File: config.mk
export PLATFORM = sky130hd
export DESIGN_NAME = tanh3slices_inv
export DESIGN_NICKNAME = d
export VERILOG_FILES = /design/src/rtl/tanh3slices_inv_pkg.sv /design/src/rtl/tanh3slices_inv_lane.sv /design/src/rtl/tanh3slices_inv.sv
export SDC_FILE = /design/constraint.sdc
export NUM_CORES = 1
export LEC_CHECK = 0
export BUFFER_PORTS_ARGS = -buffer_cell sky130_fd_sc_hd__clkbuf_2
export CAP_MARGIN = 20
export CELL_PAD_IN_SITES_DETAIL_PLACEMENT = 2
export CELL_PAD_IN_SITES_GLOBAL_PLACEMENT = 2
export CORE_ASPECT_RATIO = 0.9
export CORE_UTILIZATION = 38
export CTS_CLUSTER_DIAMETER = 60
export CTS_CLUSTER_SIZE = 40
export DETAILED_ROUTE_END_ITERATION = 7
export GPL_TIMING_DRIVEN = 0
export HOLD_SLACK_MARGIN = 0.05
export PLACE_DENSITY_LB_ADDON = 0.1
export SLEW_MARGIN = 20
export SYNTH_ARGS = -nofsm -noshare
export SYNTH_HDL_FRONTEND = slang
export SYNTH_SLANG_ARGS = --single-unit
File: constraint.sdc
create_clock -name clk -period 7.55 [get_ports clk]
set_clock_uncertainty 0.1 [all_clocks]
set_input_delay 0.755 -clock clk [delete_from_list [all_inputs] [get_ports clk]]
set_output_delay 0.755 -clock clk [all_outputs]
set_load 0.03 [all_outputs]
File: src/rtl/tanh3slices_inv_pkg.sv
// Shared Q5.11 constants and segment decode for the 3-slice tanh PWL curve,
// common to the forward tanh block and its inverse.
package tanh3slices_inv_pkg;

  localparam int DATA_W = 16;
  localparam int COEF_W = 16;
  localparam int DIFF_W = 17;
  localparam int PROD_W = 34;
  localparam int FRAC_W = 11;
  localparam int STAGES = 3;

  // Knees of the curve in the tanh domain: tanh_pwl(+-1) and tanh_pwl(+-3).
  localparam logic signed [DATA_W-1:0] Y_KNEE   = 16'sd1560;
  localparam logic signed [DATA_W-1:0] Y_KNEE_N = -16'sd1560;
  localparam logic signed [DATA_W-1:0] Y_SAT    = 16'sd2038;
  localparam logic signed [DATA_W-1:0] Y_SAT_N  = -16'sd2038;

  localparam logic signed [DIFF_W-1:0] Y_OFS    = 17'sd1321;
  localparam logic signed [DIFF_W-1:0] Y_OFS_N  = -17'sd1321;

  // Reciprocal slopes: 1/0.76159 and 1/0.11673.
  localparam logic signed [COEF_W-1:0] K_INNER  = 16'sd2689;
  localparam logic signed [COEF_W-1:0] K_OUTER  = 16'sd17545;

  localparam logic signed [DATA_W-1:0] X_MAX    = 16'sd6144;
  localparam logic signed [DATA_W-1:0] X_MIN    = -16'sd6144;

  typedef enum logic [2:0] {
    SEG_INNER,
    SEG_UPPER,
    SEG_LOWER,
    SEG_SAT_HI,
    SEG_SAT_LO
  } seg_e;

  function automatic seg_e decode_seg(input logic signed [DATA_W-1:0] y);
    if (y > Y_SAT)    return SEG_SAT_HI;
    if (y < Y_SAT_N)  return SEG_SAT_LO;
    if (y >= Y_KNEE)  return SEG_UPPER;
    if (y <= Y_KNEE_N) return SEG_LOWER;
    return SEG_INNER;
  endfunction

endpackage

File: src/rtl/tanh3slices_inv_lane.sv
// One lane of the inverse 3-slice tanh: decode, subtract/multiply, then
// shift/clamp/mux. All stages advance together on en.
module tanh3_inv_lane
  import tanh3slices_inv_pkg::*;
(
  input  logic                     clk,
  input  logic                     rst_n,
  input  logic                     en,
  input  logic signed [DATA_W-1:0] y,
  output logic signed [DATA_W-1:0] x,
  output logic                     oor
);

  function automatic logic signed [DATA_W-1:0] clamp_x(
    input logic signed [PROD_W-1:0] v
  );
    if (v > PROD_W'(X_MAX)) return X_MAX;
    if (v < PROD_W'(X_MIN)) return X_MIN;
    return v[DATA_W-1:0];
  endfunction

  seg_e                     seg_s1;
  logic signed [DIFF_W-1:0] off_s1;
  logic signed [COEF_W-1:0] coef_s1;

  always_comb begin
    seg_s1  = decode_seg(y);
    off_s1  = '0;
    coef_s1 = K_INNER;
    case (seg_s1)
      SEG_UPPER: begin off_s1 = Y_OFS;   coef_s1 = K_OUTER; end
      SEG_LOWER: begin off_s1 = Y_OFS_N; coef_s1 = K_OUTER; end
      default: ;
    endcase
  end

  // ---- S1 -> S2 boundary
  seg_e                     seg_p0;
  logic signed [DATA_W-1:0] y_p0;
  logic signed [DIFF_W-1:0] off_p0;
  logic signed [COEF_W-1:0] coef_p0;

  always_ff @(posedge clk) begin
    if (en) begin
      seg_p0  <= seg_s1;
      y_p0    <= y;
      off_p0  <= off_s1;
      coef_p0 <= coef_s1;
    end
  end

  logic signed [DIFF_W-1:0] diff_s2;
  logic signed [PROD_W-1:0] prod_s2;

  always_comb begin
    diff_s2 = $signed({y_p0[DATA_W-1], y_p0}) - off_p0;
    prod_s2 = PROD_W'(diff_s2) * PROD_W'(coef_p0);
  end

  // ---- S2 -> S3 boundary
  seg_e                     seg_p1;
  logic signed [PROD_W-1:0] prod_p1;

  always_ff @(posedge clk) begin
    if (en) begin
      seg_p1  <= seg_p0;
      prod_p1 <= prod_s2;
    end
  end

  logic signed [DATA_W-1:0] x_s3;
  logic                     oor_s3;

  always_comb begin
    x_s3   = clamp_x(prod_p1 >>> FRAC_W);
    oor_s3 = 1'b0;
    case (seg_p1)
      SEG_SAT_HI: begin x_s3 = X_MAX; oor_s3 = 1'b1; end
      SEG_SAT_LO: begin x_s3 = X_MIN; oor_s3 = 1'b1; end
      default: ;
    endcase
  end

  // ---- S3 output registers
  logic signed [DATA_W-1:0] x_p2;
  logic                     oor_p2;

  always_ff @(posedge clk or negedge rst_n) begin
    if (!rst_n) begin
      x_p2   <= '0;
      oor_p2 <= 1'b0;
    end else if (en) begin
      x_p2   <= x_s3;
      oor_p2 <= oor_s3;
    end
  end

  assign x   = x_p2;
  assign oor = oor_p2;

endmodule

File: src/rtl/tanh3slices_inv.sv
// Two-lane inverse of the 3-slice tanh PWL with a valid/ready pipeline that
// stalls as a whole, plus a saturating out-of-range event counter.
module tanh3slices_inv
  import tanh3slices_inv_pkg::*;
#(
  parameter int CNT_W = 16
) (
  input  logic                     clk,
  input  logic                     rst_n,
  input  logic signed [DATA_W-1:0] y0_in,
  input  logic signed [DATA_W-1:0] y1_in,
  input  logic                     valid_in,
  output logic                     ready_out,
  output logic signed [DATA_W-1:0] x0_out,
  output logic signed [DATA_W-1:0] x1_out,
  output logic                     oor0_out,
  output logic                     oor1_out,
  output logic                     valid_out,
  input  logic                     ready_in,
  input  logic                     clr_cnt,
  output logic [CNT_W-1:0]         oor_count
);

  function automatic logic [CNT_W-1:0] sat_add(
    input logic [CNT_W-1:0] c,
    input logic [1:0]       inc
  );
    logic [CNT_W:0] s;
    s = {1'b0, c} + {{(CNT_W-1){1'b0}}, inc};
    return s[CNT_W] ? '1 : s[CNT_W-1:0];
  endfunction

  logic stall;
  logic en;
  logic hs_out;
  logic vld_p0, vld_p1, vld_p2;

  assign stall     = vld_p2 & ~ready_in;
  assign en        = ~stall;
  assign ready_out = ~stall;
  assign hs_out    = vld_p2 & ready_in;
  assign valid_out = vld_p2;

  // With en high, ready_out is high too, so valid_in alone marks a handshake.
  always_ff @(posedge clk or negedge rst_n) begin
    if (!rst_n) begin
      vld_p0 <= 1'b0;
      vld_p1 <= 1'b0;
      vld_p2 <= 1'b0;
    end else if (en) begin
      vld_p0 <= valid_in;
      vld_p1 <= vld_p0;
      vld_p2 <= vld_p1;
    end
  end

  tanh3_inv_lane u_lane0 (
    .clk   (clk),
    .rst_n (rst_n),
    .en    (en),
    .y     (y0_in),
    .x     (x0_out),
    .oor   (oor0_out)
  );

  tanh3_inv_lane u_lane1 (
    .clk   (clk),
    .rst_n (rst_n),
    .en    (en),
    .y     (y1_in),
    .x     (x1_out),
    .oor   (oor1_out)
  );

  logic [1:0] oor_inc;
  assign oor_inc = {1'b0, oor0_out} + {1'b0, oor1_out};

  always_ff @(posedge clk or negedge rst_n) begin
    if (!rst_n) begin
      oor_count <= '0;
    end else if (clr_cnt) begin
      oor_count <= '0;
    end else if (hs_out) begin
      oor_count <= sat_add(oor_count, oor_inc);
    end
  end

endmodule

==> reports/metrics.yaml, run 1 <==
antenna_found_initial: 2
die_y_microns: 207
htreeDepth: 4
vias: 13113
synth_area_leaders: "fa_1 22%, ha_1 21%, edfxtp_1 16%"
synth_mux_area_share_pct: 0.282
diodes: 0
fillerInstances: 4765
syn_nets: 2280
grt_pass1_vias: 14524
clock.fmax_mhz: 126
synth.most_common_cell: "inv_1"
m1WireLength_microns: 25600
initial_core_util_pct: 38.8
die_w_microns: 230
top_layer: "met4"
cpMaxStageDelayCell: "fa_1"
critPathCaptureType: "flop"
netlist.area_leader.share_pct: 21.8
synthSimpleGateAreaFrac_pct: 10.6
hold-worst-slack_ns: 0.266
wl_met3_microns: 1340
gp_congestion: 0.840
synth-main-ff-cell: "edfxtp_1"
synth.distinct_cells: 67
crit_type: "reg -> reg"
start_kind: "flop"
hold_viol_final: 0
netlist_instances: 1754
post-route-util_pct: 46.1
rsz0062_at_grt: "true"
max_stage_delay_ns: 0.54
clk_latency_ns: 0.46
syn_area_sq_mm: 0.0177
final_max_slew_viol_count: 0
synth_seq_area_share_pct: 23.7
ant_nets: 0
rows: 74
drt_iter0_drc: 472
layout.cells.non_filler: 2553
period_share_pct: 105
drc: 0
cts.clk_slew.worst_paths_ns: 0.07
cts_buffer_depth: 2
synth_edf_count: 96
post_drt_wl_per_cell_microns: 20.1
crit_required_ns: 7.65
setup_viol: 14
syn_area_per_cell_sq_um: 10.1
postRouteWirelength_microns: 51200
slew_headroom_pct: 49.5
synth_common_cells: "388 x inv_1, 296 x ha_1, 193 x fa_1, 96 x edfxtp_1"
dp_hpwl_microns: 40400
ys_async_sr_fraction_pct: 35.6
fin_crit_ns: 7.96
wl_met2_microns: 23800
die_area_sq_mm: 0.0476
synth_top_family_by_area: "adder cells"
cts.sinks: 149
io_buffers: 87
dpl.cell_count: 2451
cp_common_cell: "fa_1"
cts_tree: "built"
grt_overflow: 0
arrival_ns: 8.06
grt_max_degree: 54
area_growth_pct: 18.7
synth_area_leader_cell: "fa_1"
yosys.area_share.xor_xnor_pct: 4.44
fin_setup_tns_ns: -3.43
synth-seq-cells: 149
yosys.area_share.adder_pct: 42.6
worstMarginPinSlew_ns: 0.758
synth_compound_gate_area_share_pct: 9.58
fp.coreArea_sq_mm: 0.0457
numCtsBuffers: 17
drive_gt1_share_pct: 18.7
violations: "negative setup slack"
grt_first_pass_wirelength_microns: 80300
holdBufCountCts: 0
cts-root-buf: "clkbuf_16"
pin_count: 89
status: "complete, but fails checks"
path_max_fanout: 4
viasPerCell: 5.14
hold_path_class: "in -> async"
yosys_warnings: 0
final.setup.worst_slack_ns: -0.407
grtUsageTotal_pct: 21.7
maxCapViolCount: 0
drt_first_pass_iters: 5
finish.net_count: 2458
## state kept, by name, summed over array words and instances, names as in the netlist, 2 cells and up
register	cells
u_lane1.y_p0	16
u_lane1.seg_p0	3
u_lane0.seg_p0	3
u_lane0.seg_p1	3
u_lane0.prod_p1	22
u_lane0.x	16
u_lane1.off_p0	2
oor_count	16
u_lane0.coef_p0	2
u_lane1.prod_p1	22
u_lane1.x	16
u_lane1.seg_p1	3
u_lane0.y_p0	16
u_lane0.off_p0	2
u_lane1.coef_p0	2
## cells by family after synthesis
kind of cell	Yosys count
fa+ha+maj	489
buf+inv	413
simple gates	365
compound gates	243
flops	149
xor+xnor	90
mux	5
## layout by cell type, fill, tap and decap left out, drive strengths merged, types with 6 or more instances in the layout
cell type,count
a211oi,13
a21o,25
a21oi,63
a22o,22
a31oi,7
and2,60
and3,17
buf,74
clkbuf,133
dfrtp,53
edfxtp,96
fa,193
ha,296
inv,394
nand2,75
nand2b,7
nand3,31
nand4,16
nor2,75
nor2b,22
nor3,23
nor3b,7
nor4,13
o21a,25
o21ai,29
o31ai,6
or2,6
xnor2,52
xor2,38
## path summary, 6_finish.rpt
path / cells after the start / slack, ns / start / to
max: 31 / -0.41 / u_lane1.y_p0[1] / u_lane1.prod_p1[31]
min: 1 / 0.27 / rst_n / oor_count[12]
max reg2reg: 31 / -0.41 / u_lane1.y_p0[1] / u_lane1.prod_p1[31]
min reg2reg: 0 / 0.32 / u_lane1.seg_p0[2] / u_lane1.seg_p1[2]
max in group asynchronous: 1 / 6.56 / rst_n / u_lane1.x[14]
min in group clk: 0 / 0.32 / u_lane1.seg_p0[2] / u_lane1.seg_p1[2]
## critical path: cells and delay by family, from the launching register on
| kind | cells | cell delay (ns) |
|---|---|---|
| adders and majority gates | 8 | 3.33 |
| and+or+nand+nor | 8 | 1.38 |
| buffers and inverters | 4 | 0.19 |
| DFF | 1 | 0.50 |
| AOI/OAI and AO/OA | 10 | 2.09 |
| xor gates and xnor gates | 1 | 0.10 |
## metrics by stage
| step | setup WS, ns | instance area (sq um) |
|---|---|---|
| floorplan | 0.00404 | 17800 |
| global placement | -1.36 | 19000 |
| detailed placement | -1.52 | 19100 |
| CTS | -0.331 | 20700 |
| global route | -0.666 | 21100 |
| finish | -0.407 | 21100 |
## area by class of cell
cell class | count | area [sq um] | share of cell area (%)
plain buffers | 21 | 82.6 | 0.392
clock buffers | 26 | 558 | 2.65
clock inverters | 6 | 73.8 | 0.350
inverters | 390 | 1480 | 7.00
multi-input cells | 1193 | 12900 | 61.0
flip-flops and latches | 149 | 4210 | 20.0
well taps | 608 | 761 | 3.61
repair buffers | 160 | 1050 | 4.98
## routing by layer
metal	global-route usage [%]	up-vias
li1	-	6169
met1	32.1	6770
met2	34.1	143
met3	2.84	31
met4	3.61	0
met5	0	-
## what timing repair did
item | CTS | global route
resized for setup | 128 | 56
gates cloned | 1 | 0
pin swaps | 101 | 54
endpoints found under the setup margin | 31 | 27
setup buffers | 55 | 18
Power of run 1 is not shown: default switching activity piles up to over one toggle a cycle in this logic, so the estimate is an artifact.
==> run 2: changes to the inputs <==
CORE_UTILIZATION = 39   (was 38)
CTS_BUF_LIST = sky130_fd_sc_hd__clkbuf_8   (was unset)
==> run 2 against run 1 <==
  * The flow still finishes with violations (negative setup slack)
  * First-iteration DRC count grew 12%
  * Wire length grew 3.2%
  * Non-clock buffer count grew 11
  * Worst setup slack lost 0.15 ns
  * Fmax shrank 1.9%
  * Worst hold slack lost 0.083 ns
  * Flip-flop and latch count is the same
  * Die area shrank 2.5%
  * Register-to-register slack lost 0.15 ns
  * Count of clock-buffer cells in the layout shrank 6
  * Final cell count grew 0.12%
  * Design area shrank 0.80%
==> reports/metrics.yaml, run 2 (synthesized netlist as in run 1, its figures left out) <==
drt_first_pass_iters: 5  # unchanged
vias: 13294  # +1.4%
crit_required_ns: 7.74  # +0.09 ns
slew_headroom_pct: 47.3  # -2.1 points
drive_gt1_share_pct: 18.3  # -0.41 points
period_share_pct: 107  # +2.0 points
violations: "negative setup slack"
layout_common_cells: "375 x inv_1, 274 x ha_1, 187 x fa_1"
io_buffers: 87  # unchanged
cpMaxStageDelayCell: "xnor2_1"
final_max_slew_viol_count: 0  # unchanged
r2r_cells: 29  # -6.5%
crit_start: "u_lane1.coef_p0[10]"
gp_congestion: 0.832  # -1.1%
die_area_sq_mm: 0.0464  # -2.5%
fp.coreArea_sq_mm: 0.0446  # -2.5%
critPathCaptureType: "flop"
grt_overflow: 0  # unchanged
clock.fmax_mhz: 123  # -1.9%
grt_pass1_vias: 14657  # +0.92%
grt_first_pass_wirelength_microns: 81100  # +0.95%
holdBufCountCts: 0  # unchanged
r2r_slack_ns: -0.56  # -0.15 ns
crit_type: "reg -> reg"
grt_max_degree: 55  # +1.9%
finish.net_count: 2469  # +0.45%
r2r_end: "u_lane1.prod_p1[31]"
reg_top3: "u_lane0.prod_p1 x22, u_lane1.prod_p1 x22"
die_w_microns: 227  # -1.3%
dp_hpwl_microns: 41300  # +2.1%
postRouteWirelength_microns: 52800  # +3.2%
ant_nets: 0  # unchanged
htreeDepth: 4  # unchanged
rsz0062_at_grt: "true"
rows: 73  # -1.4%
cts_buffer_depth: 2  # unchanged
post-route-util_pct: 46.9  # +0.83 points
numCtsBuffers: 17  # unchanged
drc: 0  # unchanged
antenna_found_initial: 3  # +1
hold-worst-slack_ns: 0.183  # -0.0833 ns
initial_core_util_pct: 39.8  # +1.0 points
drt_iter0_drc: 530  # +12%
die_y_microns: 204  # -1.3%
hold_path_class: "in -> async"
cts_tree: "built"
start_kind: "flop"
max_stage_delay_ns: 0.57  # +0.03 ns
clk_latency_ns: 0.55  # +0.09 ns
worstMarginPinSlew_ns: 0.790  # +0.0322 ns
path_max_fanout: 4  # unchanged
cts-root-buf: "clkbuf_8"
worst_r2r_startpoint: "u_lane1.coef_p0[10]"
final.setup.worst_slack_ns: -0.560  # -0.153 ns
grtUsageTotal_pct: 23.2  # +1.6 points
cp_common_cell: "fa_1"
area_growth_pct: 17.8
pin_count: 89  # unchanged
layout_commonest_cell: "inv_1"
maxCapViolCount: 0  # unchanged
viasPerCell: 5.20  # +1.3%
cts.clk_slew.worst_paths_ns: 0.11  # +0.04 ns
setup_viol: 15  # +1
status: "complete, but fails checks"
diodes: 0  # unchanged
arrival_ns: 8.30  # +0.24 ns
fin_crit_ns: 8.11  # +0.153 ns
cts.sinks: 149  # unchanged
post_drt_wl_per_cell_microns: 20.7  # +3.0%
hold_viol_final: 0  # unchanged
==> run 2: worst max path at each step <==
stage                     endpoint  slack, ns  cells after the start
6_report       u_lane1.prod_p1[31]      -0.56                     29
5_1_grt        u_lane1.prod_p1[32]      -0.79                     31
4_1_cts        u_lane1.prod_p1[32]      -0.37                     32
3_5_place_dp   u_lane1.prod_p1[31]      -1.50                     33
3_3_place_gp   u_lane1.prod_p1[31]      -1.38                     33
2_1_floorplan  u_lane0.prod_p1[30]      0.004                     30
==> run 2: stage by stage <==
stage	setup TNS (ns)	std cells	instance area (sq um)	worst slack [ns]
2_1_floorplan	0	1754	17800	0.00404
3_3_place_gp	-20.65	2441	19000	-1.38
3_5_place_dp	-24.53	2442	19100	-1.50
4_1_cts	-3.54	2532	20400	-0.373
5_1_grt	-10.34	2556	20900	-0.787
6_report	-4.91	2556	20900	-0.560
==> run 2: layout make-up <==
cell class | count | area [sq um]
fill | 4732 | 23700
multi-input combinational | 1193 | 12900
sequential | 149 | 4210
inverter | 390 | 1480
timing repair buffer | 170 | 1110
tap | 600 | 751
clock buffer | 20 | 275
clock inverter | 12 | 104
buffer | 22 | 86.3
==> run 2: repair_timing <==
| item | in CTS | in global routing |
|---|---|---|
| buffers inserted | 58 | 27 |
| cloned | 1 | 0 |
| setup endpoints to repair | 30 | 27 |
| resized for setup | 105 | 67 |
| pin swaps | 79 | 67 |
==> run 2: layer usage <==
metal | share of wire (%) | vias to the layer above | track usage, %
met5 | 0 | - | 0
met4 | 1.3 | 0 | 5.24
met3 | 3.5 | 34 | 3.58
met2 | 47 | 165 | 37.0
met1 | 48 | 6905 | 33.0
li1 | - | 6190 | -
==> run 2: worst max-delay path: cells and delay by family, from the launching register on <==
| family | cells | cell delay, ns |
|---|---|---|
| flip-flops | 1 | 0.50 |
| buffers and inverters | 5 | 0.34 |
| XOR/XNOR | 2 | 0.68 |
| adder cells (fa/ha/maj) | 8 | 3.24 |
| AND/OR/NAND/NOR | 4 | 0.98 |
| AO/OA/AOI/OAI | 10 | 1.99 |
Power of run 2 is left out for the same reason.
